File: src/rtl/ama_riscv_alu_mc.sv
`default_nettype none
// ============================================================================
// Module      : ama_riscv_alu_mc
// Description : Multi-cycle RV32/64 ALU with RV32M multiply/divide behind a
//               valid/ready handshake. ALU_MC_MUL_FAST_EN selects a
//               single-cycle multiplier in place of the iterative one.
// Revision    : 1.0 - initial release
// ============================================================================
module ama_riscv_alu_mc #(
    parameter int XLEN = 32
) (
    input  logic            clk,
    input  logic            rst,
    input  logic            flush,
    input  logic            in_valid,
    output logic            in_ready,
    input  logic [4:0]      op_sel,
    input  logic [XLEN-1:0] in_a,
    input  logic [XLEN-1:0] in_b,
    output logic            out_valid,
    input  logic            out_ready,
    output logic [XLEN-1:0] out_s,
    output logic            busy
);

    localparam int SHW = $clog2(XLEN);

    localparam logic [3:0] ALU_ADD    = 4'b0000;
    localparam logic [3:0] ALU_SUB    = 4'b1000;
    localparam logic [3:0] ALU_SLL    = 4'b0001;
    localparam logic [3:0] ALU_SLT    = 4'b0010;
    localparam logic [3:0] ALU_SLTU   = 4'b0011;
    localparam logic [3:0] ALU_XOR    = 4'b0100;
    localparam logic [3:0] ALU_SRL    = 4'b0101;
    localparam logic [3:0] ALU_SRA    = 4'b1101;
    localparam logic [3:0] ALU_OR     = 4'b0110;
    localparam logic [3:0] ALU_AND    = 4'b0111;
    localparam logic [3:0] ALU_PASS_B = 4'b1111;

    localparam logic [XLEN-1:0] MIN_NEG  = {1'b1, {(XLEN-1){1'b0}}};
    localparam logic [XLEN-1:0] ALL_ONES = {XLEN{1'b1}};
    localparam logic [SHW-1:0]  CNT_INIT = SHW'(XLEN-1);

`ifdef ALU_MC_MUL_FAST_EN
    localparam bit MUL_FAST = 1'b1;
`else
    localparam bit MUL_FAST = 1'b0;
`endif

    typedef enum logic [1:0] {
        IDLE = 2'd0,
        BUSY = 2'd1,
        DONE = 2'd2
    } state_t;

    state_t              state;
    logic [SHW-1:0]      cnt;
    logic                is_div;
    logic                hi_sel;
    logic                neg_res;
    logic [XLEN-1:0]     mag_a;
    logic [XLEN-1:0]     mag_b;
    logic [2*XLEN-1:0]   prod;
    logic [XLEN-1:0]     rem;
    logic [XLEN-1:0]     quo;

    // Request decode, evaluated against the live inputs in IDLE
    logic [SHW-1:0]      sh;
    logic [XLEN-1:0]     base_res;
    logic                a_sgn, b_sgn, neg_a, neg_b;
    logic [XLEN-1:0]     mag_a_in, mag_b_in;
    logic                is_mul_in, is_div_in, hi_sel_in, neg_res_in;
    logic                div_zero, div_ovf, goes_busy;
    logic [XLEN-1:0]     fast_res;
`ifdef ALU_MC_MUL_FAST_EN
    logic [2*XLEN-1:0]   fast_full;
    logic [2*XLEN-1:0]   fast_fix;
`endif

    always_comb begin
        sh       = in_b[SHW-1:0];
        base_res = '0;
        case (op_sel[3:0])
            ALU_ADD:    base_res = in_a + in_b;
            ALU_SUB:    base_res = in_a - in_b;
            ALU_SLL:    base_res = in_a << sh;
            ALU_SLT:    base_res = {{(XLEN-1){1'b0}}, ($signed(in_a) < $signed(in_b))};
            ALU_SLTU:   base_res = {{(XLEN-1){1'b0}}, (in_a < in_b)};
            ALU_XOR:    base_res = in_a ^ in_b;
            ALU_SRL:    base_res = in_a >> sh;
            ALU_SRA:    base_res = $unsigned($signed(in_a) >>> sh);
            ALU_OR:     base_res = in_a | in_b;
            ALU_AND:    base_res = in_a & in_b;
            ALU_PASS_B: base_res = in_b;
            default:    base_res = '0;
        endcase

        is_mul_in = (op_sel[4:3] == 2'b10) && !op_sel[2];
        is_div_in = (op_sel[4:3] == 2'b10) &&  op_sel[2];

        // Signedness per M-op: MULH, MULHSU (A only), DIV, REM
        a_sgn = 1'b0;
        b_sgn = 1'b0;
        case (op_sel[2:0])
            3'd1:       begin a_sgn = 1'b1; b_sgn = 1'b1; end
            3'd2:       a_sgn = 1'b1;
            3'd4, 3'd6: begin a_sgn = 1'b1; b_sgn = 1'b1; end
            default:    ;
        endcase
        neg_a    = a_sgn & in_a[XLEN-1];
        neg_b    = b_sgn & in_b[XLEN-1];
        mag_a_in = neg_a ? -in_a : in_a;
        mag_b_in = neg_b ? -in_b : in_b;

        hi_sel_in  = is_mul_in ? (op_sel[1:0] != 2'b00) : op_sel[1];
        neg_res_in = (is_div_in && op_sel[1]) ? neg_a : (neg_a ^ neg_b);

        div_zero  = (in_b == '0);
        div_ovf   = !op_sel[0] && (in_a == MIN_NEG) && (in_b == ALL_ONES);
        goes_busy = (is_div_in && !div_zero && !div_ovf) || (is_mul_in && !MUL_FAST);

        fast_res = '0;
        if (!op_sel[4]) begin
            fast_res = base_res;
        end else if (is_div_in && div_zero) begin
            fast_res = op_sel[1] ? in_a : ALL_ONES;
        end else if (is_div_in && div_ovf) begin
            fast_res = op_sel[1] ? '0 : in_a;
        end
`ifdef ALU_MC_MUL_FAST_EN
        fast_full = {{XLEN{1'b0}}, mag_a_in} * {{XLEN{1'b0}}, mag_b_in};
        fast_fix  = neg_res_in ? -fast_full : fast_full;
        if (is_mul_in) begin
            fast_res = hi_sel_in ? fast_fix[2*XLEN-1:XLEN] : fast_fix[XLEN-1:0];
        end
`endif
    end

    // One shift-add / restoring-divide step per BUSY cycle
    logic [XLEN:0]       mul_sum;
    logic [2*XLEN-1:0]   prod_nxt, prod_fix;
    logic [XLEN:0]       div_shift, div_diff;
    logic                div_ge;
    logic [XLEN-1:0]     rem_nxt, quo_nxt, q_fix, r_fix, iter_res;

    always_comb begin
        mul_sum   = {1'b0, prod[2*XLEN-1:XLEN]} + (prod[0] ? {1'b0, mag_a} : '0);
        prod_nxt  = {mul_sum, prod[XLEN-1:1]};
        prod_fix  = neg_res ? -prod_nxt : prod_nxt;

        div_shift = {rem, quo[XLEN-1]};
        div_diff  = div_shift - {1'b0, mag_b};
        div_ge    = !div_diff[XLEN];
        rem_nxt   = div_ge ? div_diff[XLEN-1:0] : div_shift[XLEN-1:0];
        quo_nxt   = {quo[XLEN-2:0], div_ge};
        q_fix     = neg_res ? -quo_nxt : quo_nxt;
        r_fix     = neg_res ? -rem_nxt : rem_nxt;

        if (is_div) begin
            iter_res = hi_sel ? r_fix : q_fix;
        end else begin
            iter_res = hi_sel ? prod_fix[2*XLEN-1:XLEN] : prod_fix[XLEN-1:0];
        end
    end

    always_ff @(posedge clk) begin
        if (rst) begin
            state   <= IDLE;
            out_s   <= '0;
            cnt     <= '0;
            is_div  <= 1'b0;
            hi_sel  <= 1'b0;
            neg_res <= 1'b0;
            mag_a   <= '0;
            mag_b   <= '0;
            prod    <= '0;
            rem     <= '0;
            quo     <= '0;
        end else if (flush) begin
            state <= IDLE;
            out_s <= '0;
            cnt   <= '0;
        end else begin
            case (state)
                IDLE: begin
                    if (in_valid) begin
                        is_div  <= is_div_in;
                        hi_sel  <= hi_sel_in;
                        neg_res <= neg_res_in;
                        mag_a   <= mag_a_in;
                        mag_b   <= mag_b_in;
                        prod    <= {{XLEN{1'b0}}, mag_b_in};
                        rem     <= '0;
                        quo     <= mag_a_in;
                        cnt     <= CNT_INIT;
                        if (goes_busy) begin
                            state <= BUSY;
                        end else begin
                            state <= DONE;
                            out_s <= fast_res;
                        end
                    end
                end
                BUSY: begin
                    prod <= prod_nxt;
                    rem  <= rem_nxt;
                    quo  <= quo_nxt;
                    cnt  <= cnt - SHW'(1);
                    if (cnt == '0) begin
                        state <= DONE;
                        out_s <= iter_res;
                    end
                end
                DONE: begin
                    if (out_ready) begin
                        state <= IDLE;
                    end
                end
                default: state <= IDLE;
            endcase
        end
    end

    assign in_ready  = (state == IDLE);
    assign out_valid = (state == DONE);
    assign busy      = (state == BUSY);

endmodule
`default_nettype wire

File: config.mk
export PLATFORM = sky130hd
export DESIGN_NAME = ama_riscv_alu_mc
export DESIGN_NICKNAME = d
export VERILOG_FILES = /design/src/rtl/ama_riscv_alu_mc.sv
export SDC_FILE = /design/constraint.sdc
export NUM_CORES = 2
export LEC_CHECK = 0
export BUFFER_PORTS_ARGS = -buffer_cell sky130_fd_sc_hd__buf_2
export CORE_MARGIN = 2
export CORE_UTILIZATION = 45
export CTS_BUF_LIST = sky130_fd_sc_hd__clkbuf_2
export CTS_CLUSTER_DIAMETER = 120
export DETAILED_ROUTE_END_ITERATION = 6
export PLACE_DENSITY = 0.64
export SKIP_CTS_REPAIR_TIMING = 1
export SLEW_MARGIN = 15
export SYNTH_ARGS = -nofsm -noshare
export SYNTH_HDL_FRONTEND = slang
export SYNTH_SLANG_ARGS = --single-unit
File: constraint.sdc
create_clock -name clk -period 11.9 [get_ports clk]
set_input_delay 0.595 -clock clk [delete_from_list [all_inputs] [get_ports clk]]
set_output_delay 0.595 -clock clk [all_outputs]
set_load 0.02 [all_outputs]
# --- After elaboration in Yosys (flattened, before gate mapping) ---
# Index checks and enable logic that the tools add are counted.
word_totals:
  reg_bits: 234
  latchBits: 0
  ramBits: 0
  romBits: 0
  output_inout_bits: 35
  word_cells: 122
  mem_count: 0
classes:
  n_addsub: 10
  mul: 0
  div_mod_pow: 0
  order_cmp: 2
  n_eq_ne: 23
  n_shift: 3
  mux: 37
  n_bitwise: 7
  n_reduce_logical: 29
op_table:
  columns: ["cell", "n"]
  rows:
  - ["2-to-1 mux 32 bit", 19]
  - ["one-hot mux 32 bit (11 select lines)", 1]
  - ["one-hot mux 32 bit (2 select lines)", 3]
  - ["2-to-1 mux 64 bit", 2]
  - ["negator 32 bit", 4]
  - ["one-hot mux 64 bit (2 select lines)", 1]
  - ["equality test 32 bit (second input constant)", 2]
  - ["less-than comparator 32 bit", 2]
  - ["negator 64 bit", 1]
  - ["adder 32 x 32 -> 33 bit", 1]
  - ["subtractor 33 x 32 -> 33 bit", 1]
  - ["adder 32 bit", 1]
  - ["AND 32 bit", 1]
  - ["zero test 32 bit", 1]
  - ["bitwise OR 32 bit", 1]
  - ["left shift 32 x 5 -> 32 bit", 1]
  - [">> shifter 32 x 5 -> 32 bit", 1]
  - [">>> shifter 32 x 5 -> 32 bit", 1]
  - ["subtractor 32 bit", 1]
  - ["XOR 32 bit", 1]
  - ["equality test 4 x 3 -> 1 bit (second input constant)", 4]
  - ["equality test 4 bit (second input constant)", 3]
  - ["one-hot mux 5 bit (2 select lines)", 1]
  - ["logical AND 1 bit", 9]
  - ["other kinds (29)", 48]

# --- Logic depth before layout (Yosys ltp) ---
depth:
  word_depth: 10
  mapped_depth: 24
  ltp_nobuf: 22

# --- Worst setup path after synthesis ---
# No wires, ideal clock.
synth_timing:
  path_type: "reg-to-reg"
  from: "reg mag_b[5]"
  to: "reg out_s[28]"
  t_arrival_ns: 5.174
  slack_ns: 6.641
  stages_incl_launch_ff: 25
  n_path_buf: 4
  period_less_slack_ns: 5.259
  cell_sequence: "dfxtp_1 > inv_1 > ha_1 > clkbuf_1 > or2_1 > a31o_2 > o211a_1 > o31ai_2 > and3_1 > nor2_2 > inv_1 > clkbuf_1 > clkbuf_1 > buf_1 > ha_1 > nand3_1 > nand2b_1 > nand2b_1 > or2_2 > o31ai_1 > xor2_1 > a21oi_1 > o22a_1 > o21ai_0 > a211oi_1"
synth_via:
  elab_chain_cells: 8
  elab_cells_between_ends: 11
  cone_classes: "3 x add/sub; 7 x mux; 1 x reduce/logical"
synth_rtl:
  columns: ["item", "line", "text"]
  rows:
  - ["start: declaration", "62", "logic [XLEN-1:0] mag_b;"]
  - ["start signal: assignment", "191", "mag_b <= mag_b_in;"]
  - ["subtractor 33 x 32 -> 33 bit (*)", "152", "div_diff = div_shift - {1'b0, mag_b};"]
  - ["2-to-1 mux 32 bit or zero test 1 bit (tied branches)", "154, 153", null]
  - ["negator 32 bit (on tied branches)", "157, 156", null]
  - ["2-to-1 mux 32 bit (on tied branches)", "157, 156", null]
  - ["2-to-1 mux 32 bit (*)", "160", "iter_res = hi_sel ? r_fix : q_fix;"]
  - ["2-to-1 mux 32 bit (*)", "159", "if (is_div) begin"]
  - ["2-to-1 mux 32 bit (*)", "209", "if (cnt == '0) begin"]
  - ["one-hot mux 32 bit (2 select lines) (*)", "184", "case (state)"]
  - ["end signal: assignment", "200", "out_s <= fast_res;"]
  - ["end signal: assignment", "211", "out_s <= iter_res;"]
  - ["end: declaration", "22", "output logic [XLEN-1:0] out_s,"]
# Mark *: on every way between the ends. The rest lies on a longest branch, timed or not. The select of a mux whose other input is x is not followed.
# A chain may end at the register's enable or synchronous reset.

# --- Final worst setup path ---
layout_timing:
  from: "reg quo[31]"
  to: "reg out_s[28]"
layout_via:
  elab_chain_cells: 8
  elab_cells_between_ends: 11
  cone_classes: "3 x add/sub; 7 x mux; 1 x reduce/logical"
layout_rtl:
  columns: ["item", "line", "text"]
  rows:
  - ["start: declaration", "65", "logic [XLEN-1:0] quo;"]
  - ["start signal: assignment", "194", "quo <= mag_a_in;"]
  - ["start signal: assignment", "207", "quo <= quo_nxt;"]
  - ["subtractor 33 x 32 -> 33 bit", "152", null]
  - ["2-to-1 mux 32 bit or zero test 1 bit (tied branches)", "154, 153", null]
  - ["negator 32 bit (on tied branches)", "157, 156", null]
  - ["2-to-1 mux 32 bit (on tied branches)", "157, 156", null]
  - ["2-to-1 mux 32 bit (*)", "160", null]
  - ["2-to-1 mux 32 bit (*)", "159", null]
  - ["2-to-1 mux 32 bit (*)", "209", null]
  - ["one-hot mux 32 bit (2 select lines) (*)", "184", null]
# Marks and branches as above.

==> reports/summary.txt <==
========================================================================================
Total number of vias                                                               32000
Setup slack of the most critical reg-to-reg path                                 5.58 ns
Wire length of the first global-routing pass                                      193 mm
Critical path's most frequent cell                                          sky130_fd_sc_hd__nand2b_1
Achievable Freq                                                                  158 MHz
Measured slew at the worst slew-check pin                                        1.23 ns
Drt first-iter violations                                                           4468
Horiz. Die Dim                                                                    252 µm
Top-count cell post-synth                                                   sky130_fd_sc_hd__nor2_1
Remaining design rule violation count                                                  0
Share of power burned in registers                                                 34.1%
Delay contributed by the slowest stage of the critical path                      0.96 ns
Data required time at the worst endpoint                                        12.76 ns
Sum of negative setup slack                                                         0 ns
Router iterations before antenna repair                                                6
Critical Path Sink                                                             out_s[28]
Share of synthesized area occupied by flip-flops and latches                       16.9%
Count of pins over their slew limit                                                    0
Setup Slack @ Placement                                                          5.80 ns
Antenna violations before repair                                                      10
Worst IR Drop VDD                                                              0.0552 mV
Fraction of synthesis flops using an asynchronous set or reset pin                    0%
Clock-pin slew of the registers on the worst-case setup and hold paths           0.12 ns
Relative slew slack                                                                17.3%
Number of rows in the core area                                                       91
Register bit total from synthesis                                                    234
Post-route ant nets                                                                    0
Final count of negative-setup-slack endpoints                                          0
Global-route usage over all layers                                                 40.3%
Top cell type's share of synthesized area                                          16.9%
Count of input and output buffers                                                    108
Source-to-sink clock delay at the later pin of the worst-skew pair               1.02 ns
Cell type contributing the most total cell area after synthesis             sky130_fd_sc_hd__dfxtp_1
Post-synthesis instance area                                                   27800 µm²
Crit Path Category                                                          flip-flop to flip-flop
Crit path max-delay family                                                  compound AO/OA/AOI/OAI gates
Power spent charging and discharging nets                                        1.17 mW
Overflow left after global routing                                                     0
Power share of the combinational group                                             42.2%
Hold Path Stages                                                                       3
Sum of buffers and inverters on the critical path                                      3
H-tree levels                                                                          2
Ranking of synthesized cells by instance count                              sky130_fd_sc_hd__nor2_1 (591), sky130_fd_sc_hd__a21oi_1 (320), sky130_fd_sc_hd__clkbuf_1 (290)
Beginning of the worst hold path                                               out_ready
CTS Root Buffer Type                                                        sky130_fd_sc_hd__clkbuf_2
Clock tree from TritonCTS                                                           done
Crit start category                                                            flip-flop
Worst EP arrival                                                                 7.18 ns
Total stage count of the critical path                                                22
Pwr per Cell Area                                                            87.7 nW/µm²
Number of sinks handled by clock tree synthesis                                      234
Maximum number of pins on one net before global-route repair                          94
Buffer depth of the longest clock path                                                 3
Top area cells in the synthesized netlist                                   sky130_fd_sc_hd__dfxtp_1 (17%), sky130_fd_sc_hd__nor2_1 (8.0%), sky130_fd_sc_hd__ha_1 (7.6%), sky130_fd_sc_hd__a21oi_1 (5.8%), sky130_fd_sc_hd__a211oi_1 (5.1%)
DIE HEIGHT                                                                        252 µm
Cell variety after synth                                                              93
Gate count of the mapped netlist                                                    3930
Dominant synthesized flop cell                                              sky130_fd_sc_hd__dfxtp_1
Boundary pin count                                                                   109
Slack of the critical path                                                       5.58 ns
Mean number of vias per cell                                                        6.85
HPWL after detailed placement                                                     101 mm
Area of the core region                                                        61400 µm²
Wire length per cell after detailed routing                                      28.5 µm
Max-capacitance violation count                                                        0
Cell with the largest stage delay on the worst path                         sky130_fd_sc_hd__a31oi_1
Kind of path behind the tightest hold check                                 primary input to flip-flop
Leakage                                                                          11.7 nW
Internal Pwr Total                                                               1.39 mW
Terminus of the critical flop-to-flop path                                     out_s[28]
Number of clock buffers inserted by TritonCTS                                         59
Post-synth net total                                                                4177
Count of flip-flops with a built-in enable after synthesis                             0
Count of final hold-check violations                                                   0
Time the worst path needs with I/O delays and setup                              6.32 ns
Fin Hold WS                                                                    0.0130 ns
Synth warnings                                                                         0
Syn Area/Cell                                                                   7.07 µm²
Cells along the critical path                                               inv_1, ha_1, fa_1, nand2b_1, a21oi_1, o211a_1, o31ai_2, a31oi_1, nor2_4, inv_1, buf_4, ha_1, nand3_1, nand2b_1, nand2b_1, or2_2, o31ai_1, xor2_1, a21oi_1, o22a_1, o21ai_0, a211oi_1
Worst setup path start                                                           quo[31]
Routability-driven placement congestion ratio                                       1.08
Power share of the clock group                                                     23.7%
Outcome                                                                     complete, no violations
Portion of the clock cycle consumed by the worst path in the final layout          53.1%
Switching part of the total                                                        45.8%
Layout net count                                                                    4078
Share of post-route cells with drive strength above 1                              9.78%
Worst setup skew after layout                                                   0.111 ns
Floorplan die area                                                             63700 µm²
Initial Util                                                                       45.3%
Type of destination of the critical path                                       flip-flop
RSZ-0062 raised after global routing                                               false
Area growth from synthesis to final layout                                         5.03%
Vias in the first global route                                                     28900
Cell depth of the worst flop-to-flop path                                             22
Reg-to-reg startpoint                                                            quo[31]
WL final                                                                          133 mm
Worst-path fanout max                                                                 31
========================================================================================
==> layout make-up <==
class                           instances  area, µm²
Sequential cell                       234       4690
Fill cell                            6368      32200
Clock inverter                         28        173
Multi-Input combinational cell       3203      21300
Timing Repair Buffer                  165        995
Tap cell                              790        988
Antenna cell                            4       10.0
Inverter                              168        631
Clock buffer                           78        390
==> worst min-delay path by stage <==
stage,slack [ns],to
floorplan,0.44,cnt[4]
global placement,0.46,cnt[4]
detailed placement,0.46,cnt[4]
CTS,-0.1,quo[28]
global route,0.02,state[1]
finish,0.01,state[1]
==> cell usage in the layout, fill, tap and decap left out, types with 25 or more instances in the layout <==
master and n:
sky130_fd_sc_hd__nand3_1 42, sky130_fd_sc_hd__nor4_1 38, sky130_fd_sc_hd__nor3_1 78, sky130_fd_sc_hd__buf_2 105, sky130_fd_sc_hd__nor2_1 588, sky130_fd_sc_hd__a211oi_1 187
sky130_fd_sc_hd__and3_1 25, sky130_fd_sc_hd__a31oi_1 46, sky130_fd_sc_hd__o211ai_1 51, sky130_fd_sc_hd__o21ai_0 272, sky130_fd_sc_hd__a21o_1 51, sky130_fd_sc_hd__nand2_1 275
sky130_fd_sc_hd__o31ai_1 51, sky130_fd_sc_hd__clkbuf_2 78, sky130_fd_sc_hd__mux2i_1 74, sky130_fd_sc_hd__a221oi_1 32, sky130_fd_sc_hd__xor2_1 70, sky130_fd_sc_hd__dfxtp_1 231
sky130_fd_sc_hd__o21a_1 26, sky130_fd_sc_hd__o41ai_1 25, sky130_fd_sc_hd__and2_1 50, sky130_fd_sc_hd__a21oi_1 320, sky130_fd_sc_hd__inv_1 164, sky130_fd_sc_hd__xnor2_1 140
sky130_fd_sc_hd__nand4_1 44, sky130_fd_sc_hd__nand2b_1 37, sky130_fd_sc_hd__a22oi_1 73, sky130_fd_sc_hd__mux4_2 52, sky130_fd_sc_hd__ha_1 169, sky130_fd_sc_hd__buf_4 57
==> worst min-delay path, stage by stage <==
cell and delay [ns]:
sky130_fd_sc_hd__buf_2 0.07, sky130_fd_sc_hd__nand2b_1 0.14, sky130_fd_sc_hd__a21oi_1 0.07
==> flip-flops by register name, indices dropped and copies added (netlist names) <==
| register | flops |
|---|---|
| out_s | 32 |
| prod | 64 |
| state | 2 |
| rem | 32 |
| is_div | 1 |
| cnt | 5 |
| neg_res | 1 |
| mag_b | 32 |
| hi_sel | 1 |
| quo | 32 |
| mag_a | 32 |
==> stage by stage <==
stage	std cells	util [%]	instance area (µm²)	power, mW
2_1_floorplan	3930	-	27800	1.54
3_3_place_gp	4559	46.6	28600	1.92
3_5_place_dp	4559	46.6	28600	1.92
4_1_cts	4665	47.5	29200	2.52
5_1_grt	4667	47.5	29200	2.65
6_report	4670	47.5	29200	2.56
==> metal layers <==
metal	GRT usage (%)	routed length (µm)	vias up
met5	0	29	-
met1	52.1	51500	15100
met3	7.33	14300	470
met4	26.6	10400	4
met2	61.5	56700	2060
li1	-	-	14300
==> logic make-up after synthesis <==
| family | Yosys count | synth area share, % |
|---|---|---|
| fa+ha+maj | 173 | 7.90 |
| mux | 145 | 7.65 |
| xor+xnor | 210 | 6.62 |
| buf+inv | 493 | 6.72 |
| simple gates | 1307 | 21.6 |
| compound gates | 1368 | 32.7 |
| flops | 234 | 16.9 |
==> power groups by stage <==
| stage | Sequential, mW | Clock [mW] | Combinational [mW] |
|---|---|---|---|
| after floorplan | 0.861 | 0 | 0.680 |
| after global placement | 0.887 | 0 | 1.03 |
| after detailed placement | 0.887 | 0 | 1.03 |
| after CTS | 0.869 | 0.614 | 1.03 |
| after global routing | 0.876 | 0.647 | 1.13 |
| final | 0.873 | 0.606 | 1.08 |
No activity file was read; power rests on OpenSTA's default activity.
